$ cat src/rtl/fdtd_wt_stream_gen.sv
// Purpose: buffer FDTD result words and feed them to the single-word write engine at strided word addresses.
// Latency: a word pushed into an empty FIFO is presented with wt_req_o one cycle after its acceptance edge.
// Backpressure: din_ready_o drops when the FIFO is full or the whole job has been accepted; requests hold until granted.

// Generic synchronous FIFO; head is always visible on rdata.
// Latency: one cycle from push to visibility on rdata/!empty.
// Backpressure: caller must not push when full or pop when empty.
module fdtd_wt_fifo #(
   parameter int WIDTH = 32,
   parameter int DEPTH = 4
) (
   input  logic             ACLK,
   input  logic             ARESET,
   input  logic             push,
   input  logic [WIDTH-1:0] wdata,
   input  logic             pop,
   output logic [WIDTH-1:0] rdata,
   output logic             full,
   output logic             empty
);
   localparam int AW = $clog2(DEPTH);

   logic [AW:0]      wr_ptr;
   logic [AW:0]      rd_ptr;
   logic [WIDTH-1:0] mem [DEPTH];

   // Storage and pointer update; storage is cleared so the head reads 0 after reset.
   always_ff @(posedge ACLK) begin
      if (ARESET) begin
         wr_ptr <= '0;
         rd_ptr <= '0;
         for (int i = 0; i < DEPTH; i++) begin
            mem[i] <= '0;
         end
      end else begin
         if (push) begin
            mem[wr_ptr[AW-1:0]] <= wdata;
            wr_ptr              <= wr_ptr + 1'b1;
         end
         if (pop) begin
            rd_ptr <= rd_ptr + 1'b1;
         end
      end
   end

   assign rdata = mem[rd_ptr[AW-1:0]];
   assign empty = (wr_ptr == rd_ptr);
   assign full  = (wr_ptr[AW] != rd_ptr[AW]) && (wr_ptr[AW-1:0] == rd_ptr[AW-1:0]);
endmodule

// Job sequencer: latches base/stride/count, pairs FIFO words with strided addresses.
// Latency: req one cycle after first accept; done_o one cycle after the job reaches DONE.
// Backpressure: input stalls on full FIFO or exhausted count; output holds until wt_gnt_i.
module fdtd_wt_stream_gen #(
   parameter int AXI4_ADDR_WIDTH = 32,
   parameter int AXI4_DATA_WIDTH = 32,
   parameter int FIFO_DEPTH      = 4,
   parameter int CNT_WIDTH       = 16
) (
   input  logic                       ACLK,
   input  logic                       ARESET,
   input  logic                       start_i,
   input  logic [AXI4_ADDR_WIDTH-3:0] base_word_addr_i,
   input  logic [AXI4_ADDR_WIDTH-3:0] stride_i,
   input  logic [CNT_WIDTH-1:0]       count_i,
   output logic                       busy_o,
   output logic                       done_o,
   input  logic                       din_valid_i,
   input  logic [AXI4_DATA_WIDTH-1:0] din_data_i,
   output logic                       din_ready_o,
   output logic                       wt_req_o,
   output logic [AXI4_ADDR_WIDTH-3:0] wt_word_addr_o,
   output logic [AXI4_DATA_WIDTH-1:0] wt_data_o,
   input  logic                       wt_gnt_i
);
   typedef enum logic [1:0] {
      IDLE = 2'd0,
      RUN  = 2'd1,
      DONE = 2'd2
   } state_t;

   state_t                     state_q;
   state_t                     state_d;
   logic [AXI4_ADDR_WIDTH-3:0] addr_q;
   logic [AXI4_ADDR_WIDTH-3:0] stride_q;
   logic [CNT_WIDTH-1:0]       count_q;
   logic [CNT_WIDTH-1:0]       accepted_cnt;
   logic [CNT_WIDTH-1:0]       granted_cnt;
   logic                       done_q;

   logic                       fifo_full;
   logic                       fifo_empty;
   logic                       push;
   logic                       pop;
   logic                       start_job;
   logic                       last_grant;

   // Handshake qualifiers; ready and req derive from registered state only.
   assign din_ready_o = (state_q == RUN) && !fifo_full && (accepted_cnt < count_q);
   assign wt_req_o    = (state_q == RUN) && !fifo_empty;
   assign push        = din_valid_i && din_ready_o;
   assign pop         = wt_req_o && wt_gnt_i;
   assign start_job   = (state_q == IDLE) && start_i && (count_i != '0);
   assign last_grant  = pop && ((granted_cnt + 1'b1) == count_q);

   assign busy_o         = (state_q == RUN);
   assign done_o         = done_q;
   assign wt_word_addr_o = addr_q;

   fdtd_wt_fifo #(
      .WIDTH (AXI4_DATA_WIDTH),
      .DEPTH (FIFO_DEPTH)
   ) u_fifo (
      .ACLK   (ACLK),
      .ARESET (ARESET),
      .push   (push),
      .wdata  (din_data_i),
      .pop    (pop),
      .rdata  (wt_data_o),
      .full   (fifo_full),
      .empty  (fifo_empty)
   );

   // State register.
   always_ff @(posedge ACLK) begin
      if (ARESET) begin
         state_q <= IDLE;
      end else begin
         state_q <= state_d;
      end
   end

   // Next-state logic; a zero-length job skips RUN entirely.
   always_comb begin
      state_d = state_q;
      case (state_q)
         IDLE: begin
            if (start_i) begin
               state_d = (count_i == '0) ? DONE : RUN;
            end
         end
         RUN: begin
            if (last_grant) begin
               state_d = DONE;
            end
         end
         DONE:    state_d = IDLE;
         default: state_d = IDLE;
      endcase
   end

   // Job parameters, counters and the strided address; address wraps modulo its width.
   always_ff @(posedge ACLK) begin
      if (ARESET) begin
         addr_q       <= '0;
         stride_q     <= '0;
         count_q      <= '0;
         accepted_cnt <= '0;
         granted_cnt  <= '0;
      end else if (start_job) begin
         addr_q       <= base_word_addr_i;
         stride_q     <= stride_i;
         count_q      <= count_i;
         accepted_cnt <= '0;
         granted_cnt  <= '0;
      end else begin
         if (push) begin
            accepted_cnt <= accepted_cnt + 1'b1;
         end
         if (pop) begin
            granted_cnt <= granted_cnt + 1'b1;
            addr_q      <= addr_q + stride_q;
         end
      end
   end

   // Completion pulse is registered, so it follows the DONE state by one cycle.
   always_ff @(posedge ACLK) begin
      if (ARESET) begin
         done_q <= 1'b0;
      end else begin
         done_q <= (state_q == DONE);
      end
   end
endmodule
$ cat config.mk
export PLATFORM = sky130hd
export DESIGN_NAME = fdtd_wt_stream_gen
export DESIGN_NICKNAME = d
export VERILOG_FILES = /design/src/rtl/fdtd_wt_stream_gen.sv
export SDC_FILE = /design/constraint.sdc
export NUM_CORES = 1
export LEC_CHECK = 0
export CORE_MARGIN = 8
export CORE_UTILIZATION = 45
export DETAILED_ROUTE_END_ITERATION = 7
export PLACE_DENSITY = 0.68
export SLEW_MARGIN = 20
export SYNTH_ARGS = -nofsm -noshare
export SYNTH_HDL_FRONTEND = slang
export SYNTH_SLANG_ARGS = --single-unit
export TNS_END_PERCENT = 10
$ cat constraint.sdc
create_clock -name ACLK -period 4.62 [get_ports ACLK]
set_input_delay 1.155 -clock ACLK [delete_from_list [all_inputs] [get_ports ACLK]]
set_output_delay 1.155 -clock ACLK [all_outputs]
set_load 0.03 [all_outputs]
==> results of run 1 <==
cell families after synthesis:
logic type                 synth area share, %
adders and majority gates                 4.89
muxes                                     6.08
AOI/OAI and AO/OA                         13.2
and+or+nand+nor                           19.9
DFF                                       49.1
xor gates and xnor gates                  3.80
buffers and inverters                     3.02
path summary, 6_finish.rpt:
| kind | from | endpoint | slack (ns) | cells past startpoint |
|---|---|---|---|---|
| max | count_q[1] | din_ready_o | 0.47 | 7 |
| min | stride_q[4] | stride_q[4] | 0.46 | 2 |
| max reg2reg | count_q[11] | u_fifo.mem[2][12] | 1.43 | 10 |
| min reg2reg | stride_q[4] | stride_q[4] | 0.46 | 2 |
power breakdown:
group | switching, mW | internal (mW)
clock network | 0.890 | 1.22
logic | 0.397 | 0.320
registers | 0.0586 | 2.40
total | 1.35 | 3.94
final cells by class:
type                    count  area [um^2]  share of cell area [%]
flip-flops and latches    247         6230                    39.6
multi-input cells         879         6080                    38.7
repair buffers            197         1950                    12.4
clock buffers              36          759                    4.83
well taps                 378          473                    3.01
inverters                  31          116                   0.740
clock inverters            13          115                   0.732
cells in the mapped netlist (6+ instances only):
library cell / count
nand2_1: 165
and2_1: 130
edfxtp_1: 128
dfxtp_1: 119
a21oi_1: 107
nor2_1: 54
clkbuf_1: 50
ha_1: 48
mux4_2: 32
inv_1: 31
o21ai_0: 30
xor2_1: 29
nand3_1: 27
xnor2_1: 26
a22oi_1: 20
nand2b_1: 15
or3_1: 15
nand4_1: 13
nor3_1: 12
a21o_1: 11
o22ai_1: 9
a211oi_1: 8
a31oi_1: 8
buf_1: 8
o31ai_1: 7
or4_1: 7
nor4_1: 6
or2_2: 6
metrics by stage:
step	utilization (%)	cell area, um^2	setup WS, ns
after floorplan	-	12700	1.35
after global placement	53.4	14800	1.13
after detailed placement	53.4	14800	1.08
after CTS	56.6	15700	0.481
after global routing	56.6	15700	0.353
final	56.6	15700	0.474
flip-flops by register name, indices dropped and copies added, names as in the netlist, named ones only:
signal	cells
u_fifo.rd_ptr	3
u_fifo.mem	128
u_fifo.wr_ptr	3
stride_q	30
wt_word_addr_o	30
state_q	2
done_o	1
granted_cnt	16
count_q	16
accepted_cnt	16
per-layer routing:
metal | part of all wire (%) | up-vias | track usage, %
li1 | - | 4759 | -
met1 | 43 | 4604 | 23.1
met2 | 48 | 249 | 32.7
met3 | 6.0 | 58 | 4.09
met4 | 2.6 | 4 | 5.36
met5 | 0.052 | - | 0
worst max-delay path: stages (launching register included):
cell and delay [ns]:
dfxtp_1 0.38, inv_1 0.06, ha_1 0.29, a21o_1 0.16, a211o_1 0.32, a211oi_4 0.33, o21a_1 0.22, clkdlybuf4s50_1 0.68
==> flow_summary.ini, run 1 <==
[status]
status = finished clean

[die]
dieArea_um2 = 33800
core_um2 = 27800
ios = 179
die-height_um = 184
num_rows = 61
start_util_pct = 45.6
die_x_um = 184

[clock_network]
clock_path_buffers = 3
clkLatencyLatePin_ns = 0.55
cts_root_buf = clkbuf_16
cts_htree_levels = 1
holdBufCountCts = 0
cts.sinks = 247
clk_pin_slew_worst_paths_ns = 0.06
cts_resized = 0
cts_buffers = 27
cts_tree = built
cts_setup_buffers = 0

[sta]
rsz0062_at_grt = no
hold_violations = 0
timing.final.crit_period_ns = 4.15
holdWs_ns = 0.459
slew_viol_final = 0
fmax_mhz = 241
finalCritPeriodShare_pct = 89.7
fin_skew_ns = 0.0116
setup_viol = 0
worst_pin_slew_ns = 0.839
relSlewSlack_pct = 44.0
tns_ns = 0

[cells_and_area]
final_nets = 1545
final_cells = 1781
final_common_cell = clkdlybuf4s50_1
layout_common_cells = clkdlybuf4s50_1, nand2_1, and2_1, edfxtp_1, dfxtp_1
drive_above_1_share_pct = 8.91
fillers = 2443
antenna_cells = 0
area_growth_pct = 23.9

[synth]
yosys-top-cells-area = edfxtp_1, dfxtp_1, and2_1
async_reset_ff_share_pct = 0
synth_top_flop_cell = edfxtp_1
synth-seq-cells = 247
ys_warn_count = 0
yosysTopAreaCell = edfxtp_1
avgSynthCellArea_um2 = 10.4
synth.distinct_cells = 76
synth-edff-count = 128
syn-num-nets = 1385
synth_top_cell_area_share_pct = 30.3
synth_area_um2 = 12700
ys_seq_area_share_pct = 49.1
synthCells = 1223

[pwr]
p_leak_nw = 5.79
ir_worst_vdd_v = 0.000264
p_total_mw = 5.28
power_density_nw_per_um2 = 336

[worst_setup_path]
worstSetupPathType = reg2out
cp.required_ns = 3.46
critPathLaunchType = flip-flop
critPathArrivalTime_ns = 2.99
end_kind = output pin
worstPathMaxFanout = 4

[routing]
drc = 0
wl_um = 32700
drt_first_pass_iters = 5
drt_iter0_drc = 445
via_count = 9674
wire_per_inst_um = 18.3
via_per_inst = 5.43
ant_nets = 0

[worst_hold_path]
worstHoldPathType = reg2reg

[global_route]
grt_pass1_wl_um = 51600
antenna_found_initial = 2
first_global_vias = 9789
grt_max_degree = 77
grt_usage_pct = 18.8
grt_overflow = 0

[placed_design]
place.detailed.hpwl_um = 22500
io_buffers = 178
placed_cells = 1732
gp_congestion = 0.879

[job]
cap_violations = 0
Power figures use the tool's default switching activity.
==> inputs of run 2 (changes only) <==
--- a/config.mk
+++ b/config.mk
@@ -5,7 +5,7 @@
 export SDC_FILE = /design/constraint.sdc
 export NUM_CORES = 1
 export LEC_CHECK = 0
-export CORE_MARGIN = 8
+export CORE_MARGIN = 2
 export CORE_UTILIZATION = 45
 export DETAILED_ROUTE_END_ITERATION = 7
 export PLACE_DENSITY = 0.68
==> run 2 against run 1 <==
Against the previous run:
- combinational power rose by 0.6%
- register-to-register slack worse by 0.21 ns
- sequential share of layout area decreased by 0.19 points
- count of clock-buffer cells in the layout is 5 lower
- sequential power about the same
- final area is 0.47% higher
- maximum frequency increased by 0.86%
- clock skew grew 0.0031 ns
- total power increased by 2.9%
- critical path type unchanged
- largest power group unchanged
- highest routed layer is now met4
==> flow_summary.ini, run 2 (same netlist as run 1, synthesis figures left out) <==
[status]
status = finished clean

[routing]
wire_per_inst_um = 17.7
wl_um = 31700
via_per_inst = 5.45
drt_first_pass_iters = 7
drc = 0
via_count = 9727
ant_nets = 0
drt_iter0_drc = 714

[worst_hold_path]
worstHoldPathType = reg2reg

[cells_and_area]
largest_register_ffs = 128
area_growth_pct = 24.5
drive_above_1_share_pct = 8.89
final_nets = 1547
layout_common_cells = clkdlybuf4s50_1, nand2_1, and2_1, edfxtp_1, dfxtp_1
fin_util_pct = 56.8
final_common_cell = clkdlybuf4s50_1
top_register = u_fifo.mem

[clock_network]
cts_root_buf = clkbuf_16
cts_setup_buffers = 0
clkLatencyLatePin_ns = 0.55
clock_path_buffers = 3
clk_pin_slew_worst_paths_ns = 0.06
cts_buffers = 27
cts_htree_levels = 1
cts_tree = built
cts.sinks = 247
holdBufCountCts = 0
cts_resized = 0

[die]
die_x_um = 172
start_util_pct = 45.6
num_rows = 61
ios = 179
die-height_um = 172
core_um2 = 27800
dieArea_um2 = 29500

[sta]
rsz0062_at_grt = no
tns_ns = 0
hold_violations = 0
timing.final.crit_period_ns = 4.11
setup_viol = 0
fin_skew_ns = 0.0147
finalCritPeriodShare_pct = 89.0
fmax_mhz = 243
slew_viol_final = 0
worst_pin_slew_ns = 0.882
relSlewSlack_pct = 41.0

[global_route]
first_global_vias = 9692
grt_max_degree = 73
antenna_found_initial = 1
grt_pass1_wl_um = 50100
grt_overflow = 0
grt_usage_pct = 21.2

[pwr]
power_frac_comb_pct = 13.3
clkPwrFrac_pct = 41.5
ir_worst_vdd_v = 0.000261
power_density_nw_per_um2 = 344
switching_power_mw = 1.35
switching_share_pct = 24.9
seqPwrFrac_pct = 45.2
p_leak_nw = 5.84
internal_power_mw = 4.08

[placed_design]
io_buffers = 178
place.detailed.hpwl_um = 21700
gp_congestion = 0.842

[job]
cap_violations = 0

[worst_setup_path]
cp.required_ns = 3.46
worstSetupPathType = reg2out
critPathArrivalTime_ns = 2.96
end_kind = output pin
reg2reg_slack_ns = 1.22
worstPathMaxFanout = 4
critPathLaunchType = flip-flop
## run 2: cell count changes in the layout (fill, tap and decap cells not counted), sizes merged
| cell | before | now |
|---|---|---|
| clkinvlp | 3 | 1 |
| inv | 32 | 33 |
| bufinv | 1 | 5 |
| clkbuf | 36 | 31 |
| buf | 20 | 22 |
| clkinv | 8 | 11 |
| diode | 0 | 1 |
## run 2: stage by stage
step	cell area [um^2]	power [mW]	std cells	worst slack, ns	hold WS, ns
6_report	15800	5.44	1785	0.509	0.457
5_1_grt	15800	5.62	1785	0.351	0.474
4_1_cts	15800	5.48	1784	0.499	0.459
3_5_place_dp	14900	3.23	1734	0.957	0.451
3_3_place_gp	14900	3.21	1734	0.984	0.444
2_1_floorplan	12700	2.91	1223	1.35	0.430
## run 2: final cells by class
class | count | area, um^2
clock buffer | 31 | 691
sequential | 247 | 6230
multi-input combinational | 879 | 6080
antenna | 1 | 2.50
tap | 378 | 473
timing repair buffer | 199 | 1960
clock inverter | 19 | 240
fill | 2472 | 12000
inverter | 31 | 116
## run 2: power by group through the flow
| stage | clock (mW) | sequential, mW | combinational, mW |
|---|---|---|---|
| after floorplan | 0 | 2.52 | 0.394 |
| after detailed placement | 0 | 2.50 | 0.721 |
| after CTS | 2.30 | 2.46 | 0.725 |
| after global placement | 0 | 2.50 | 0.713 |
| after global routing | 2.37 | 2.47 | 0.782 |
| final | 2.26 | 2.46 | 0.721 |
## run 2: path summary, 6_finish.rpt
kind,from,end,depth (start not counted)
max reg2reg,count_q[9],u_fifo.mem[3][5],10
min reg2reg,stride_q[9],stride_q[9],2
max,count_q[1],din_ready_o,7
min,stride_q[9],stride_q[9],2
## run 2: metal layers
metal / GRT usage [%] / vias to the layer above / wire (um)
met5: 0 / - / 0
met4: 6.28 / 0 / 877
met3: 3.50 / 50 / 1780
met2: 37.4 / 265 / 15300
met1: 26.9 / 4653 / 13700
li1: - / 4759 / -
## run 2: worst max-delay path, stage by stage (launching register included)
cell             delay (ns)
dfxtp_1                0.39
inv_1                  0.06
ha_1                   0.28
a21o_1                 0.16
a211o_1                0.32
a211oi_4               0.33
o21a_1                 0.19
clkdlybuf4s50_1        0.67
==> inputs of run 3 (changes only) <==
--- a/config.mk
+++ b/config.mk
@@ -8,7 +8,7 @@
 export CORE_MARGIN = 2
 export CORE_UTILIZATION = 45
 export DETAILED_ROUTE_END_ITERATION = 7
-export PLACE_DENSITY = 0.68
+export PLACE_DENSITY = 0.7
 export SLEW_MARGIN = 20
 export SYNTH_ARGS = -nofsm -noshare
 export SYNTH_HDL_FRONTEND = slang
==> constraint.sdc (replaced) <==
create_clock -name ACLK -period 3.5 [get_ports ACLK]
set_input_delay 0.875 -clock ACLK [delete_from_list [all_inputs] [get_ports ACLK]]
set_output_delay 0.875 -clock ACLK [all_outputs]
set_load 0.03 [all_outputs]
==> run 3 against run 2 <==
Against the previous run:
- register-to-register slack got worse by 0.73 ns
- combinational power is 34% higher
- critical path depth is the same
- critical path type unchanged
==> flow_summary.ini, run 3 (same netlist as run 1, synthesis figures left out) <==
[clock_network]
cts_htree_levels = 1
holdBufCountCts = 0
clk_pin_slew_worst_paths_ns = 0.06
cts_root_buf = clkbuf_16
cts.sinks = 247
cts_buffers = 28
clock_path_buffers = 3
cts_tree = built
clkLatencyLatePin_ns = 0.54

[sta]
setup_viol = 0
slew_viol_final = 0
fin_skew_ns = 0.00643
hold_violations = 0
worst_pin_slew_ns = 0.842
fmax_mhz = 297
rsz0062_at_grt = no
tns_ns = 0
finalCritPeriodShare_pct = 96.2
relSlewSlack_pct = 43.9
timing.final.crit_period_ns = 3.37

[cells_and_area]
area_growth_pct = 25.2
top_register = u_fifo.mem
final_cells = 1792
final_common_cell = clkdlybuf4s50_1
layout_common_cells = clkdlybuf4s50_1, nand2_1, and2_1, edfxtp_1, dfxtp_1
drive_above_1_share_pct = 9.62
final_nets = 1555
fin_util_pct = 57.2
largest_register_ffs = 128
fillers = 2408
antenna_cells = 0

[worst_setup_path]
critPathLaunchType = flip-flop
worstPathCellList = inv_1 -> ha_1 -> a21o_1 -> a211o_1 -> a211oi_4 -> o21a_1 -> clkdlybuf4s15_2
cp.required_ns = 2.62
critPathTopFamily = compound AO/OA/AOI/OAI gates
end_kind = output pin
worst-path-buf-inv = 2
crit_slowest_cell = dfxtp_1
critPathArrivalTime_ns = 2.49
critPathMaxStageDelay_ns = 0.37
worstSetupPathType = reg2out
worstPathMaxFanout = 3

[pwr]
seqPwrFrac_pct = 45.5
ir_worst_vdd_v = 0.000324
power_density_nw_per_um2 = 449
internal_power_mw = 5.35
power_frac_comb_pct = 13.5
clkPwrFrac_pct = 40.9
switching_power_mw = 1.77
switching_share_pct = 24.9
p_leak_nw = 5.88

[routing]
via_count = 9754
drc = 0
drt_first_pass_iters = 5
drt_iter0_drc = 651
wl_met1_um = 13600
wl_met3_um = 2250
ant_nets = 0
via_per_inst = 5.44
wl_um = 31700
wire_per_inst_um = 17.7
topRoutingLayerUsed = met5
wl_met2_um = 15000

[global_route]
grt_max_degree = 74
grt_usage_pct = 21.5
first_global_vias = 9576
grt_pass1_wl_um = 50400
antenna_found_initial = 2
grt_overflow = 0

[worst_hold_path]
worstHoldPathType = reg2reg

[status]
status = finished clean

[die]
start_util_pct = 45.6
die-height_um = 172
core_um2 = 27800
num_rows = 61
die_x_um = 172
dieArea_um2 = 29500
ios = 179

[placed_design]
place.detailed.hpwl_um = 21700
placed_cells = 1740
io_buffers = 178
gp_congestion = 0.850

[job]
cap_violations = 0
[run 3: power by group through the flow]
stage                     logic (mW)  clock network (mW)  registers (mW)
after floorplan                0.520                   0            3.33
after detailed placement       0.962                   0            3.31
after global placement         0.954                   0            3.30
after global routing            1.05                3.10            3.26
after CTS                      0.967                2.98            3.25
final                          0.966                2.92            3.25
[run 3: final timing paths]
kind,from,cells after the start,slack (ns),to
hold / removal,stride_q[10],2,0.46,stride_q[10]
setup / recovery,count_q[1],7,0.13,din_ready_o
hold reg to reg,stride_q[10],2,0.46,stride_q[10]
setup reg to reg,wt_word_addr_o[0],10,0.49,wt_word_addr_o[26]
[run 3: final cells by class]
cell class              count  area [um^2]  area share (%)
flip-flops and latches    247         6230            39.2
multi-input cells         879         6080            38.3
repair buffers            206         2050            12.9
clock buffers              33          751            4.73
well taps                 378          473            2.98
clock inverters            18          183            1.15
inverters                  31          116           0.733
[run 3: routing by layer]
layer | GRT usage [%] | vias up
met5 | 0 | -
met4 | 6.25 | 2
li1 | - | 4790
met3 | 4.74 | 52
met2 | 36.2 | 304
met1 | 27.9 | 4606
[run 3: timing repair]
action	CTS	global route
setup buffers	0	1
resized for setup	4	0
pin swaps	0	1
endpoints found under the setup margin	1	1
[run 3: worst reg2reg max path: stages, from the launching register on]
cell and delay, ns:
dfxtp_1 0.36, ha_1 0.21, inv_1 0.07, fa_1 0.37
nand2b_1 0.20, a21oi_1 0.28, o211ai_1 0.23, nand2_1 0.25
o21ai_0 0.32, or4b_1 0.59, nand3_1 0.09
[run 3: metrics by stage]
stage / setup WS [ns] / power [mW] / hold slack, ns / cell area [um^2]
3_3_place_gp: 0.292 / 4.25 / 0.446 / 14900
6_report: 0.134 / 7.13 / 0.459 / 15900
3_5_place_dp: 0.274 / 4.27 / 0.452 / 14900
2_1_floorplan: 0.510 / 3.85 / 0.430 / 12700
5_1_grt: 0.0217 / 7.40 / 0.483 / 15900
4_1_cts: 0.0520 / 7.19 / 0.460 / 15900
